## src/rtl/mac_accum_tree.sv

```systemverilog
// Binary-activation MAC: gated weights reduced by a registered adder tree, then accumulated per frame.
// Optional MAC_ACC_SAT_EN: clamp the frame accumulator at its maximum instead of wrapping.
module mac_accum_tree #(
    parameter int N_LANES = 256,
    parameter int W_BITS  = 4,
    parameter int ACC_W   = 20,
    parameter int CNT_W   = 16
) (
    input  logic                                 clk,
    input  logic                                 reset,
    input  logic                                 in_valid,
    input  logic                                 in_last,
    input  logic [N_LANES-1:0]                   in_array,
    input  logic [N_LANES*W_BITS-1:0]            weight_array,
    output logic                                 sum_valid,
    output logic [W_BITS+$clog2(N_LANES)-1:0]    total_sum,
    output logic                                 out_valid,
    output logic [ACC_W-1:0]                     Q,
    output logic [CNT_W-1:0]                     beat_cnt,
    output logic                                 ovf
);
    localparam int LVL   = $clog2(N_LANES);
    localparam int SUM_W = W_BITS + LVL;
    localparam int PAD   = ACC_W + 1 - SUM_W;

    // Handshake: a beat is accepted on every rising edge with in_valid=1 (no backpressure);
    // sum_valid and out_valid are single-cycle pulses with no ready, consumers must take them.

    logic [W_BITS-1:0] prod [N_LANES];

    always_comb begin
        for (int i = 0; i < N_LANES; i++) begin
            prod[i] = in_array[i] ? weight_array[i*W_BITS +: W_BITS] : '0;
        end
    end

    // Level k holds N_LANES>>k partial sums, each one bit wider than the level below.
    for (genvar k = 1; k <= LVL; k++) begin : g_lvl
        localparam int NK = N_LANES >> k;
        localparam int WK = W_BITS + k;
        logic [WK-1:0] sum_d [NK];
        logic [WK-1:0] sum_q [NK];

        if (k == 1) begin : g_leaf
            always_comb begin
                for (int j = 0; j < NK; j++) begin
                    sum_d[j] = {1'b0, prod[2*j]} + {1'b0, prod[2*j+1]};
                end
            end
        end else begin : g_node
            always_comb begin
                for (int j = 0; j < NK; j++) begin
                    sum_d[j] = {1'b0, g_lvl[k-1].sum_q[2*j]} + {1'b0, g_lvl[k-1].sum_q[2*j+1]};
                end
            end
        end

        always_ff @(posedge clk) begin
            for (int j = 0; j < NK; j++) begin
                if (reset && (k == LVL)) begin
                    sum_q[j] <= '0;
                end else begin
                    sum_q[j] <= sum_d[j];
                end
            end
        end
    end

    logic [LVL:1] vld_d, vld_q;
    logic [LVL:1] lst_d, lst_q;

    always_comb begin
        vld_d[1] = in_valid;
        lst_d[1] = in_valid & in_last;
        for (int k = 2; k <= LVL; k++) begin
            vld_d[k] = vld_q[k-1];
            lst_d[k] = lst_q[k-1];
        end
    end

    always_ff @(posedge clk) begin
        if (reset) begin
            vld_q <= '0;
            lst_q <= '0;
        end else begin
            vld_q <= vld_d;
            lst_q <= lst_d;
        end
    end

    logic             slot_vld, slot_lst;
    logic [ACC_W-1:0] acc_d, acc_q;
    logic [CNT_W-1:0] cnt_d, cnt_q;
    logic             first_d, first_q;
    logic [ACC_W-1:0] q_d, q_q;
    logic [CNT_W-1:0] beat_cnt_d, beat_cnt_q;
    logic             out_valid_d, out_valid_q;
    logic             ovf_d, ovf_q;
    logic [ACC_W-1:0] acc_base;
    logic [ACC_W:0]   acc_sum;

    assign slot_vld = vld_q[LVL];
    assign slot_lst = lst_q[LVL];

    always_comb begin
        acc_d       = acc_q;
        cnt_d       = cnt_q;
        first_d     = first_q;
        q_d         = q_q;
        beat_cnt_d  = beat_cnt_q;
        out_valid_d = 1'b0;
        ovf_d       = ovf_q;
        acc_base    = first_q ? '0 : acc_q;
        acc_sum     = {1'b0, acc_base} + {{PAD{1'b0}}, total_sum};
        if (slot_vld) begin
            // acc_sum[ACC_W] is the carry-out past the accumulator range.
`ifdef MAC_ACC_SAT_EN
            acc_d = acc_sum[ACC_W] ? '1 : acc_sum[ACC_W-1:0];
`else
            acc_d = acc_sum[ACC_W-1:0];
`endif
            ovf_d   = ovf_q | acc_sum[ACC_W];
            if (first_q) begin
                cnt_d = CNT_W'(1);
            end else if (cnt_q != '1) begin
                cnt_d = cnt_q + CNT_W'(1);
            end
            first_d = slot_lst;
            if (slot_lst) begin
                q_d         = acc_d;
                beat_cnt_d  = cnt_d;
                out_valid_d = 1'b1;
            end
        end
    end

    always_ff @(posedge clk) begin
        if (reset) begin
            acc_q       <= '0;
            cnt_q       <= '0;
            first_q     <= 1'b1;
            q_q         <= '0;
            beat_cnt_q  <= '0;
            out_valid_q <= 1'b0;
            ovf_q       <= 1'b0;
        end else begin
            acc_q       <= acc_d;
            cnt_q       <= cnt_d;
            first_q     <= first_d;
            q_q         <= q_d;
            beat_cnt_q  <= beat_cnt_d;
            out_valid_q <= out_valid_d;
            ovf_q       <= ovf_d;
        end
    end

    assign sum_valid = vld_q[LVL];
    assign total_sum = g_lvl[LVL].sum_q[0];
    assign out_valid = out_valid_q;
    assign Q         = q_q;
    assign beat_cnt  = beat_cnt_q;
    assign ovf       = ovf_q;

endmodule
```

## config.mk

```make
export PLATFORM = sky130hd
export DESIGN_NAME = mac_accum_tree
export DESIGN_NICKNAME = d
export VERILOG_FILES = /design/src/rtl/mac_accum_tree.sv
export SDC_FILE = /design/constraint.sdc
export NUM_CORES = 2
export LEC_CHECK = 0
export ABC_CLOCK_PERIOD_IN_PS = 7950
export CORE_AREA = 3 3 521 523
export CTS_BUF_LIST = sky130_fd_sc_hd__clkbuf_8
export DETAILED_ROUTE_END_ITERATION = 8
export DIE_AREA = 0 0 524 526
export DONT_BUFFER_PORTS = 1
export GPL_ROUTABILITY_DRIVEN = 0
export MAX_ROUTING_LAYER = met4
export PLACE_DENSITY = 0.55
export SLEW_MARGIN = 15
export SYNTH_ARGS = -nofsm -noshare
export SYNTH_HDL_FRONTEND = slang
export SYNTH_SLANG_ARGS = --single-unit
export TNS_END_PERCENT = 1
```

## constraint.sdc

```tcl
create_clock -name clk -period 7.95 [get_ports clk]
set_clock_uncertainty 0.15 [all_clocks]
set_input_delay 1.59 -clock clk [delete_from_list [all_inputs] [get_ports clk]]
set_output_delay 1.59 -clock clk [all_outputs]
set_load 0.01 [all_outputs]
```

==> flow_metrics.env <==
export IMPL_postCtsSetupRepairBufs=0
export IMPL_htreeDepth=5
export IMPL_synth_avg_cell_area_um2=10.00
export IMPL_die_h_um=526
export IMPL_overflow=0
export IMPL_met3_usage_pct=3.419
export IMPL_status="completed"
export IMPL_finalSetupViolations=0
export IMPL_grt_pass1_vias=59459
export IMPL_grt_max_degree=67
export IMPL_rows=190
export IMPL_io_pins=1335
export IMPL_crit_path_start="first_q"
export IMPL_areaGrowthSynthToFinish_pct=13.01
export IMPL_fmax_mhz=283.7
export IMPL_port_buffers=0
export IMPL_die_area_mm2=0.2756
export IMPL_hold_viol=0
export IMPL_fin_crit_sh_pct=44.34
export IMPL_yosysUniqueCellTypes=63
export IMPL_critPathArrivalTime_ns=4.22
export IMPL_mostFrequentLayoutCells="dfxtp_1 (1,613), ha_1 (1,280), inv_1 (1,248)"
export IMPL_core_area_mm2=0.2674
export IMPL_postPlaceCellArea_mm2=0.08805
export IMPL_synth_seq_cells=1613
export IMPL_max_slew_worst_pin_slew_ns=1.001
export IMPL_grt_setup_unrepaired="no"
export IMPL_hold_path_class="reg -> reg"
export IMPL_hold_start="vld_q[2]"
export IMPL_fin_crit_ns=3.525
export IMPL_reg2reg_slack_ns=4.42
export IMPL_clock_sinks=1613
export IMPL_async_flop_share_pct=0
export IMPL_synthesis_nets=11187
export IMPL_grt_busiest_layer="met2"
export IMPL_clk_latency_ns=1.00
export IMPL_vias=55256
export IMPL_cts_hold_buf=0
export IMPL_cp_start_kind="flop"
export IMPL_cp_cell_sequence="buf_4 -> nor2b_1 -> ha_1 -> fa_1 -> a211oi_1 -> o21ai_0 -> a211oi_2 -> nor3b_1 -> xnor2_1 -> a22o_1"
export IMPL_required_ns=8.64
export IMPL_end_kind="flop"
export IMPL_grt_first_pass_wirelength_um=328800
export IMPL_grtUsageMet2_pct=27.48
export IMPL_ff2ff_path_depth=10
export IMPL_cts_clk_slew_worst_paths_ns=0.06
export IMPL_ys_flop_type="dfxtp_1"
export IMPL_max_stage_delay_ns=0.66
export IMPL_syn_inst=8367
export IMPL_multi_input_area_mm2=0.04686
export IMPL_track_usage_pct=16.08
export IMPL_start_util_pct=31.29
export IMPL_post_cts_resized=0
export IMPL_power_density_mw_per_mm2=336.9
export IMPL_r2r_end="Q[18]"
export IMPL_final_setup_tns_ns=0
export IMPL_cp_slowest_cell="dfxtp_1"
export IMPL_drt_first_pass_iters=5
export IMPL_hold_path_depth=1
export IMPL_cts_path_max_buffers=4
export IMPL_finalPower_mw=31.86
export IMPL_dpl_hpwl_um=185400
export IMPL_crit_type="reg -> reg"
export IMPL_holdPathEnd="vld_q[3]"
export IMPL_vias_per_cell=4.422
export IMPL_ir_drop_mv=0.1435
export IMPL_chipWidth_um=524
export IMPL_ant_nets=0
export IMPL_antenna_found_initial=101
export IMPL_fillers=26936
export IMPL_final_common_cell="dfxtp_1"
export IMPL_cts_tree="yes"
export IMPL_layout_nets=11466
export IMPL_max_cap_viol_count=0
export IMPL_stdcell_area_mm2=0.09458
export IMPL_drive_above_1_share_pct=5.153
export IMPL_worstPathMaxFanout=20
export IMPL_synth_seq_area_share_pct=38.58
export IMPL_totalWireLength_um=219800
export IMPL_seq_area_mm2=0.03229
export IMPL_synth_edff_count=0
export IMPL_drc=0
export IMPL_drt_iter0_drc=1762
export IMPL_yosysWarnings=0
export IMPL_relSlewSlack_pct=33.18
export IMPL_clock_root_buffer="clkbuf_8"
export IMPL_crit_reg2reg_launch="first_q"
export IMPL_p_leak_nw=47.68
export IMPL_synthesis_area_mm2=0.08369
export IMPL_cts_buffers=303
export IMPL_met1_usage_pct=17.78
export IMPL_wl_per_cell_um=17.59
export IMPL_slew_violations=0
critical path, delay by kind of cell, from the launching register on:
kind / cells / cell delay [ns]
adder cells (fa/ha/maj): 2 / 0.66
XOR/XNOR: 1 / 0.18
AND/OR/NAND/NOR: 2 / 0.22
flip-flops: 1 / 0.66
AO/OA/AOI/OAI: 4 / 1.18
buffers and inverters: 1 / 0.35
sequential cells by signal (all words and copies together) (netlist names):
register and cells:
first_q 1, vld_q 8, lst_q 8, Q 20, ovf 1, g_lvl.sum_q 1522
cnt_q 16, out_valid 1, beat_cnt 16, acc_q 20
synth_stat cells, drive strengths merged, types with 4 or more instances:
master / count / area share (%)
and3: 10 / 0.081
and2: 774 / 5.8
nand3: 17 / 0.11
nand2b: 202 / 1.5
o41ai: 20 / 0.21
nor3: 39 / 0.24
inv: 1181 / 5.3
nor4: 8 / 0.078
a22o: 11 / 0.12
clkbuf: 20 / 0.091
xnor2: 733 / 7.7
o21bai: 101 / 0.91
nand2: 383 / 1.7
a21oi: 503 / 3.0
fa: 256 / 6.1
o21a: 7 / 0.063
nand3b: 4 / 0.036
a211oi: 11 / 0.10
dfxtp: 1613 / 39
mux2i: 11 / 0.13
ha: 1280 / 19
xor2: 47 / 0.49
buf: 9 / 0.043
nor2: 109 / 0.49
and4: 4 / 0.042
nand4: 10 / 0.10
or3: 4 / 0.030
a31oi: 6 / 0.045
nor2b: 244 / 1.8
a21o: 415 / 3.7
o21ai: 293 / 1.8
worst max-delay path by stage:
stage	end	depth (start not counted)
6_report	Q[18]	10
5_1_grt	Q[18]	10
4_1_cts	sum_valid	1
2_1_floorplan	Q[18]	11
3_5_place_dp	beat_cnt[9]	5
3_3_place_gp	beat_cnt[9]	5
kinds of logic (layout without fill, tap and decap cells):
kind of cell    Yosys count  count (layout)  synth area share, %
buf+inv                1210            1693                5.431
compound gates         1398            1398                10.28
mux                      12              12               0.1450
xor+xnor                780             780                8.163
fa+ha+maj              1536            1536                25.26
simple gates           1818            1818                12.14
other cells               0              95                    0
flops                  1613            1613                38.58
metal layers:
layer	up-vias	wire length [um]	share of wire (%)
li1	27882	-	-
met1	25471	90240	41
met2	1409	107100	49
met3	494	11620	5.3
met4	0	10850	4.9
met5	-	0	0
per-stage QoR:
step,utilization (%),hold slack [ns],std cells,setup WS (ns)
after floorplan,-,0.2638,8367,4.846
after global placement,32.92,0.2683,11893,4.432
after detailed placement,32.92,0.2770,11893,4.323
after CTS,35.28,0.2569,12402,4.354
after global routing,35.36,0.2633,12489,4.128
final,35.37,0.2543,12497,4.425
cell type report:
cell class	instances	area share (%)
Clock inverter	130	1.140
Inverter	1181	4.687
Antenna cell	95	0.2513
Multi-Input combinational cell	5544	49.54
Sequential cell	1613	34.14
Clock buffer	379	5.515
Tap cell	3552	4.699
Timing Repair Buffer	3	0.02381
power by group:
group / total [mW] / switching, mW / internal [mW]
combinational: 11.7 / 6.27 / 5.43
sequential: 11.9 / 1.31 / 10.6
clock: 8.30 / 3.41 / 4.89
(Power assumes the default switching activity.)
